File: src/rtl/sram_rd_pkg.sv
// sram_rd_pkg: shared state encoding, default widths and config-legality check for sram_rd_seq
package sram_rd_pkg;
  localparam int ID_W_DEF = 4;
  localparam int CNT_W_DEF = 8;
  localparam int ADDR_W_DEF = 8;
  localparam int CYC_W_DEF = 8;
  typedef enum logic [1:0] {IDLE, RUN, WAIT_DONE} state_e;
  function automatic logic cfg_legal(input logic [31:0] sram_num, data_num, cyc_num, input int id_w);
    return sram_num != '0 && sram_num <= (32'd1 << id_w) && data_num != '0 && cyc_num != '0;
  endfunction
endpackage

File: src/rtl/sram_rd_seq_if.sv
// sram_rd_seq_if: valid/ready read-request channel carrying bank ID, row address, last flag and pass index
interface sram_rd_seq_if #(
  parameter int ID_W = 4,
  parameter int ADDR_W = 8,
  parameter int CYC_W = 8
);
  logic rd_valid;
  logic rd_ready;
  logic [ID_W-1:0] rd_id;
  logic [ADDR_W-1:0] rd_addr;
  logic rd_last;
  logic [CYC_W-1:0] rd_pass;
  modport master(output rd_valid, rd_id, rd_addr, rd_last, rd_pass, input rd_ready);
  modport slave(input rd_valid, rd_id, rd_addr, rd_last, rd_pass, output rd_ready);
endinterface

File: src/rtl/sram_bank_row_ctr.sv
// sram_bank_row_ctr: divider-free bank/row/idx walker with inc, dec, pass-start snapshot save/load and clear
module sram_bank_row_ctr #(
  parameter int ID_W = 4,
  parameter int ADDR_W = 8,
  parameter int CNT_W = 8
) (
  input  logic              clk,
  input  logic              rst_n,
  input  logic              clr,
  input  logic              load,
  input  logic              save,
  input  logic              inc,
  input  logic              dec,
  input  logic [ID_W:0]     sram_num,
  output logic [ID_W-1:0]   bank,
  output logic [ADDR_W-1:0] row,
  output logic [CNT_W-1:0]  idx
);
  logic [ID_W-1:0] bank_q, bank_d, sbank_q, sbank_d;
  logic [ADDR_W-1:0] row_q, row_d, srow_q, srow_d;
  logic [CNT_W-1:0] idx_q, idx_d, sidx_q, sidx_d;
  logic [ID_W:0] sm1;
  logic wrap_up, wrap_dn;
  always_comb begin
    sm1 = sram_num - 1'b1;
    wrap_up = {1'b0, bank_q} == sm1;
    wrap_dn = bank_q == '0;
    bank_d = clr ? '0 : load ? sbank_q : inc ? (wrap_up ? '0 : bank_q + 1'b1) :
             dec ? (wrap_dn ? sm1[ID_W-1:0] : bank_q - 1'b1) : bank_q;
    row_d = clr ? '0 : load ? srow_q : (inc && wrap_up) ? row_q + 1'b1 :
            (dec && wrap_dn) ? row_q - 1'b1 : row_q;
    idx_d = clr ? '0 : load ? sidx_q : inc ? idx_q + 1'b1 : dec ? idx_q - 1'b1 : idx_q;
    sbank_d = clr ? '0 : save ? bank_q : sbank_q;
    srow_d = clr ? '0 : save ? row_q : srow_q;
    sidx_d = clr ? '0 : save ? idx_q : sidx_q;
  end
  always_ff @(posedge clk) begin
    if (!rst_n) begin
      bank_q <= '0;
      row_q <= '0;
      idx_q <= '0;
      sbank_q <= '0;
      srow_q <= '0;
      sidx_q <= '0;
    end else begin
      bank_q <= bank_d;
      row_q <= row_d;
      idx_q <= idx_d;
      sbank_q <= sbank_d;
      srow_q <= srow_d;
      sidx_q <= sidx_d;
    end
  end
  assign bank = bank_q;
  assign row = row_q;
  assign idx = idx_q;
endmodule

File: src/rtl/sram_rd_seq.sv
// sram_rd_seq: multi-pass round-robin bank/row read sequencer with pull-back and done handshake
// SRAM_RD_SERPENTINE_EN: odd passes walk descending; a pass then starts where the previous one ended.
module sram_rd_seq
  import sram_rd_pkg::*;
#(
  parameter int ID_W = ID_W_DEF,
  parameter int CNT_W = CNT_W_DEF,
  parameter int ADDR_W = ADDR_W_DEF,
  parameter int CYC_W = CYC_W_DEF
) (
  input  logic              clk,
  input  logic              rst_n,
  input  logic              start,
  input  logic [ID_W:0]     sram_num,
  input  logic [CNT_W-1:0]  data_num,
  input  logic [CYC_W-1:0]  cyc_num,
  input  logic              pull_back,
  input  logic              read_sram_done,
  sram_rd_seq_if.master     rd,
  output logic              busy,
  output logic              done,
  output logic              cfg_err
);
`ifdef SRAM_RD_SERPENTINE_EN
  localparam bit SERP = 1'b1;
`else
  localparam bit SERP = 1'b0;
`endif
  state_e state_q, state_d;
  logic [ID_W:0] sram_num_q, sram_num_d;
  logic [CNT_W-1:0] data_num_q, data_num_d;
  logic [CYC_W-1:0] cyc_num_q, cyc_num_d, pass_q, pass_d;
  logic done_q, done_d, cfg_err_q, cfg_err_d;
  logic clr, load, save, inc, dec, run, desc, last;
  logic [ID_W-1:0] bank;
  logic [ADDR_W-1:0] row;
  logic [CNT_W-1:0] idx;
  sram_bank_row_ctr #(.ID_W(ID_W), .ADDR_W(ADDR_W), .CNT_W(CNT_W)) u_ctr (
    .clk(clk), .rst_n(rst_n), .clr(clr), .load(load), .save(save), .inc(inc), .dec(dec),
    .sram_num(sram_num_q), .bank(bank), .row(row), .idx(idx)
  );
  always_comb begin
    run = state_q == RUN;
    desc = SERP && pass_q[0];
    last = desc ? idx == '0 : idx == data_num_q - 1'b1;
    state_d = state_q;
    sram_num_d = sram_num_q;
    data_num_d = data_num_q;
    cyc_num_d = cyc_num_q;
    pass_d = pass_q;
    done_d = 1'b0;
    cfg_err_d = 1'b0;
    clr = 1'b0;
    load = 1'b0;
    save = 1'b0;
    inc = 1'b0;
    dec = 1'b0;
    if (start) begin
      if (cfg_legal(32'(sram_num), 32'(data_num), 32'(cyc_num), ID_W)) begin
        state_d = RUN;
        sram_num_d = sram_num;
        data_num_d = data_num;
        cyc_num_d = cyc_num;
        pass_d = '0;
        clr = 1'b1;
      end else begin
        state_d = IDLE;
        cfg_err_d = 1'b1;
      end
    end else if (run) begin
      if (pull_back) load = 1'b1;
      else if (rd.rd_ready) begin
        if (!last) begin
          inc = !desc;
          dec = desc;
        end else if (pass_q == cyc_num_q - 1'b1) state_d = WAIT_DONE;
        else begin
          pass_d = pass_q + 1'b1;
          // serpentine turns around in place, so the end position becomes the new pass start
          clr = !SERP;
          save = SERP;
        end
      end
    end else if (state_q == WAIT_DONE) begin
      if (pull_back) begin
        state_d = RUN;
        load = 1'b1;
      end else if (read_sram_done) begin
        state_d = IDLE;
        done_d = 1'b1;
      end
    end
  end
  always_ff @(posedge clk) begin
    if (!rst_n) begin
      state_q <= IDLE;
      sram_num_q <= '0;
      data_num_q <= '0;
      cyc_num_q <= '0;
      pass_q <= '0;
      done_q <= 1'b0;
      cfg_err_q <= 1'b0;
    end else begin
      state_q <= state_d;
      sram_num_q <= sram_num_d;
      data_num_q <= data_num_d;
      cyc_num_q <= cyc_num_d;
      pass_q <= pass_d;
      done_q <= done_d;
      cfg_err_q <= cfg_err_d;
    end
  end
  assign rd.rd_valid = run;
  assign rd.rd_id = bank;
  assign rd.rd_addr = row;
  assign rd.rd_last = run & last;
  assign rd.rd_pass = pass_q;
  assign busy = state_q != IDLE;
  assign done = done_q;
  assign cfg_err = cfg_err_q;
endmodule
File: src/flat_wrapper.sv
// flat-port wrapper written by rule: the top's interface ports become plain ports
module sram_rd_seq_flat import sram_rd_pkg::*;
#(
  parameter int ID_W = ID_W_DEF,
  parameter int CNT_W = CNT_W_DEF,
  parameter int ADDR_W = ADDR_W_DEF,
  parameter int CYC_W = CYC_W_DEF
)
  (clk, rst_n, start, sram_num, data_num, cyc_num, pull_back, read_sram_done, busy, done, cfg_err, rd_rd_valid, rd_rd_id, rd_rd_addr, rd_rd_last, rd_rd_pass, rd_rd_ready);
  sram_rd_seq_if #(.ID_W(ID_W), .ADDR_W(ADDR_W), .CYC_W(CYC_W)) rd_i ();
  input  logic clk;
  input  logic rst_n;
  input  logic start;
  input  logic [ID_W:0] sram_num;
  input  logic [CNT_W-1:0] data_num;
  input  logic [CYC_W-1:0] cyc_num;
  input  logic pull_back;
  input  logic read_sram_done;
  output logic busy;
  output logic done;
  output logic cfg_err;
  output wire logic [$bits(rd_i.rd_valid)-1:0] rd_rd_valid;
  output wire logic [$bits(rd_i.rd_id)-1:0] rd_rd_id;
  output wire logic [$bits(rd_i.rd_addr)-1:0] rd_rd_addr;
  output wire logic [$bits(rd_i.rd_last)-1:0] rd_rd_last;
  output wire logic [$bits(rd_i.rd_pass)-1:0] rd_rd_pass;
  input wire logic [$bits(rd_i.rd_ready)-1:0] rd_rd_ready;
  assign rd_rd_valid = rd_i.rd_valid;
  assign rd_rd_id = rd_i.rd_id;
  assign rd_rd_addr = rd_i.rd_addr;
  assign rd_rd_last = rd_i.rd_last;
  assign rd_rd_pass = rd_i.rd_pass;
  assign rd_i.rd_ready = rd_rd_ready;
  sram_rd_seq #(.ID_W(ID_W), .CNT_W(CNT_W), .ADDR_W(ADDR_W), .CYC_W(CYC_W)) u_core (.clk(clk), .rst_n(rst_n), .start(start), .sram_num(sram_num), .data_num(data_num), .cyc_num(cyc_num), .pull_back(pull_back), .read_sram_done(read_sram_done), .rd(rd_i), .busy(busy), .done(done), .cfg_err(cfg_err));
endmodule
File: config.mk
export PLATFORM = sky130hd
export DESIGN_NAME = sram_rd_seq_flat
export DESIGN_NICKNAME = d
export VERILOG_FILES = /design/src/rtl/sram_rd_pkg.sv /design/src/rtl/sram_rd_seq_if.sv /design/src/rtl/sram_bank_row_ctr.sv /design/src/rtl/sram_rd_seq.sv /design/src/flat_wrapper.sv
export SDC_FILE = /design/constraint.sdc
export NUM_CORES = 1
export LEC_CHECK = 0
export ABC_AREA = 1
export ABC_CLOCK_PERIOD_IN_PS = 5400
export BUFFER_PORTS_ARGS = -buffer_cell sky130_fd_sc_hd__buf_2
export CAP_MARGIN = 25
export CORE_MARGIN = 5
export CORE_UTILIZATION = 55
export DETAILED_ROUTE_END_ITERATION = 8
export PLACE_DENSITY = 0.78
export SYNTH_ARGS = -nofsm -noshare
export SYNTH_HDL_FRONTEND = slang
export SYNTH_SLANG_ARGS = --single-unit
File: constraint.sdc
create_clock -name clk -period 5.4 [get_ports clk]
set_clock_uncertainty 0.15 [all_clocks]
set_input_delay 0.54 -clock clk [delete_from_list [all_inputs] [get_ports clk]]
set_output_delay 0.54 -clock clk [all_outputs]
set_load 0.02 [all_outputs]
==> run_results.csv <==
group,metric,value,unit
run_status,run_status,"completed",
clock_network,cts_resized,0,
placement,port_buffers,51,
setup_path,crit_path_max_fanout,7,
sta,fin_crit,2761,ps
power_and_ir_drop,p_sw,0.2680,mW
setup_path,crit_chain,"inv_2 -> ha_1 -> nand2_1 -> inv_1 -> nor2_1 -> nand2_1 -> nor2_1 -> nand2_1 -> nor2_2 -> nand3_2 -> nor2_1 -> buf_2",
grt,grt_pass1_vias,2977,
layout,nets,575,
power_and_ir_drop,vdd_drop_max,0.1189,mV
routing,drc,0,
grt,grt_pass1_wl,13010,microns
sta,fmax,0.3622,GHz
layout,fill_cells,538,
power_and_ir_drop,p_clk_frac,0.275,
sta,setup_viol,0,
placement,hpwlAfterDp,5648,microns
yosys,syn_inst,492,
yosys,synthFlopType,"dfxtp_1",
yosys,synth_top_area_share,0.3239,
clock_network,cts-root-buf,"clkbuf_8",
placement,dpl_cell_area,3585,sq um
sta,fin_crit_sh,0.5112,
routing,ant_nets,0,
power_and_ir_drop,total_power,0.8303,mW
yosys,yosysMostFrequentCell,"nand2_1",
yosys,syn_nets,526,
routing,first_iter_violations,213,
floorplan,core,5851,sq um
routing,routedWlPerCell,11.92,microns
yosys,async_reset_ff_frac,0,
setup_path,crit_type,"reg -> out",
setup_path,start_kind,"flip-flop",
yosys,yosys_warnings,0,
floorplan,num_rows,28,
routing,avgViaCountPerCell,5.175,
hold_path,hp-class,"reg -> reg",
yosys,yosysTopAreaCell,"dfxtp_1",
floorplan,dieHeight,87.18,microns
clock_network,tritoncts,"built",
flow_run,maxCapViolations,0,
setup_path,critPathRequiredTime,4710,ps
clock_network,clkTransAtPathRegs,90,ps
power_and_ir_drop,seq_power_share,0.505,
setup_path,worstSetupEndpointType,"output port",
power_and_ir_drop,p_comb_frac,0.220,
power_and_ir_drop,p_leak,1.648,nW
clock_network,cts.sinks,53,
floorplan,die_w,87.18,microns
layout,area_growth_syn_to_layout,12.11,%
yosys,synth_edf_count,0,
sta,rsz0062_at_grt,"no",
yosys,synth_area,3276,sq um
layout,multiInputGateArea,1932,sq um
clock_network,htreeDepth,2,
clock_network,numCtsBuffers,5,
yosys,ys_seq_elements,53,
grt,grt_start_max_net_pins,39,
placement,place_ws,3012,ps
sta,relSlewSlack,0.6881,
power_and_ir_drop,intPower,0.5623,mW
sta,fin_ws,2639,ps
sta,hold_viol_final,0,
grt,antenna_found_initial,0,
placement,gp_congestion,0.9195,
yosys,ys_seq_area_frac,0.3239,
setup_path,cp.arrival,2070,ps
layout,regArea,1061,sq um
layout,drive_gt1_frac,0.1513,
layout,diodes,0,
power_and_ir_drop,p_per_area,226.1,nW/um^2
setup_path,critPathSlowestCell,"dfxtp_1",
grt,grt_overflow_total,0,
routing,dr.pass1.iters,4,
sta,final_max_slew_viol_count,0,
floorplan,initial_core_util,0.5599,
sta,tns,0,ps
clock_network,holdBufCountCts,0,
yosys,syn_area_per_cell,6.658,sq um
yosys,yosys-top-cells-count,"nand2_1, nor2_1, inv_1, nand3_1, dfxtp_1",
clock_network,clk_path_buf_depth,2,
clock_network,post-cts-setup-buffer-count,0,
floorplan,die_area,7599,sq um
power_and_ir_drop,switching_share,0.3228,
routing,vias,3193,
clock_network,clock_latency,320,ps
setup_path,cpPeakStageDelay,350,ps
floorplan,ios,52,
grt,grt_use_total,0.2092,
routing,routed_wl,7356,microns
sta,worstMarginPinSlew,467.8,ps
yosys,synth.distinct_cells,35,
layout,stdcell_area,3672,sq um
yosys,synthTopCellsByArea,"dfxtp_1, nand2_1, nand3_1",
worst paths after layout:
check	start	endpoint	slack (ps)	depth (start not counted)
hold / removal	u_core.cyc_num_q[7]	u_core.cyc_num_q[7]	320	2
setup / recovery	u_core.data_num_q[0]	rd_rd_last	2640	12
setup reg to reg	u_core.data_num_q[0]	u_core.rd.rd_pass[5]	3080	15
hold reg to reg	u_core.cyc_num_q[7]	u_core.cyc_num_q[7]	320	2
layer usage:
metal  vias to the layer above  wire length, microns  global-route usage
met2                        75                  3186              0.3375
met3                        10                   380             0.02365
met4                         0                   107             0.06834
li1                       1685                     -                   -
met1                      1423                  3682              0.2913
met5                         -                     0                   0
placed cells by master, fill, tap and decap left out, drive strengths merged:
| cell | instances |
|---|---|
| buf | 52 |
| a211oi | 1 |
| o21ai | 24 |
| ha | 7 |
| a21oi | 46 |
| nand4 | 8 |
| nand2 | 101 |
| and2 | 1 |
| dfxtp | 53 |
| clkbuf | 6 |
| nor4 | 2 |
| or2 | 2 |
| nand3 | 55 |
| xnor2 | 10 |
| nor3 | 5 |
| inv | 62 |
| xor2 | 24 |
| clkinvlp | 2 |
| nor2 | 73 |
| o21bai | 1 |
| nand3b | 5 |
| and3 | 1 |
| o31ai | 1 |
kinds of logic (layout without fill, tap and decap cells):
| group | count (synthesis) | after routing | synth area share |
|---|---|---|---|
| flops | 53 | 53 | 0.3239 |
| compound gates | 73 | 73 | 0.1184 |
| xor+xnor | 34 | 34 | 0.09091 |
| buf+inv | 72 | 122 | 0.08633 |
| fa+ha+maj | 7 | 7 | 0.02674 |
| simple gates | 253 | 253 | 0.3537 |
sequential cells by signal, indices dropped and copies added (netlist names):
register	flops
u_core.data_num_q	8
u_core.sram_num_q	5
u_core.cyc_num_q	8
u_core.done	1
u_core.cfg_err	1
u_core.state_q	2
u_core.rd.rd_pass	8
u_core.u_ctr.bank	4
u_core.u_ctr.idx	8
u_core.u_ctr.row	8
final cells by class:
cell class | count | area share
clock buffer | 6 | 0.01976
multi-input combinational | 367 | 0.5261
tap | 75 | 0.02555
timing repair buffer | 52 | 0.07155
clock inverter | 2 | 0.004089
sequential | 53 | 0.2889
inverter | 62 | 0.06405
worst max-delay path, delay by kind of cell, from the launching register on:
| kind | cells | cell delay, ps |
|---|---|---|
| fa+ha+maj | 1 | 320 |
| flops | 1 | 350 |
| buf+inv | 3 | 290 |
| simple gates | 8 | 800 |
power groups by stage:
stage                     Clock (mW)  Combinational, mW  Sequential [mW]
after floorplan                    0              0.140            0.426
final                          0.228              0.183            0.419
after global placement             0              0.178            0.427
after global routing           0.249              0.210            0.421
after detailed placement           0              0.182            0.428
after CTS                      0.232              0.183            0.419
per-stage QoR:
step                instances  hold WS (ps)  utilization
detailed placement        609         310.3       0.6127
floorplan                 492         285.3            -
global route              617         346.2       0.6277
finish                    617         318.6       0.6277
CTS                       617         323.1       0.6277
global placement          609         306.4       0.6127
Note: power is estimated with default switching activity, not from simulation.
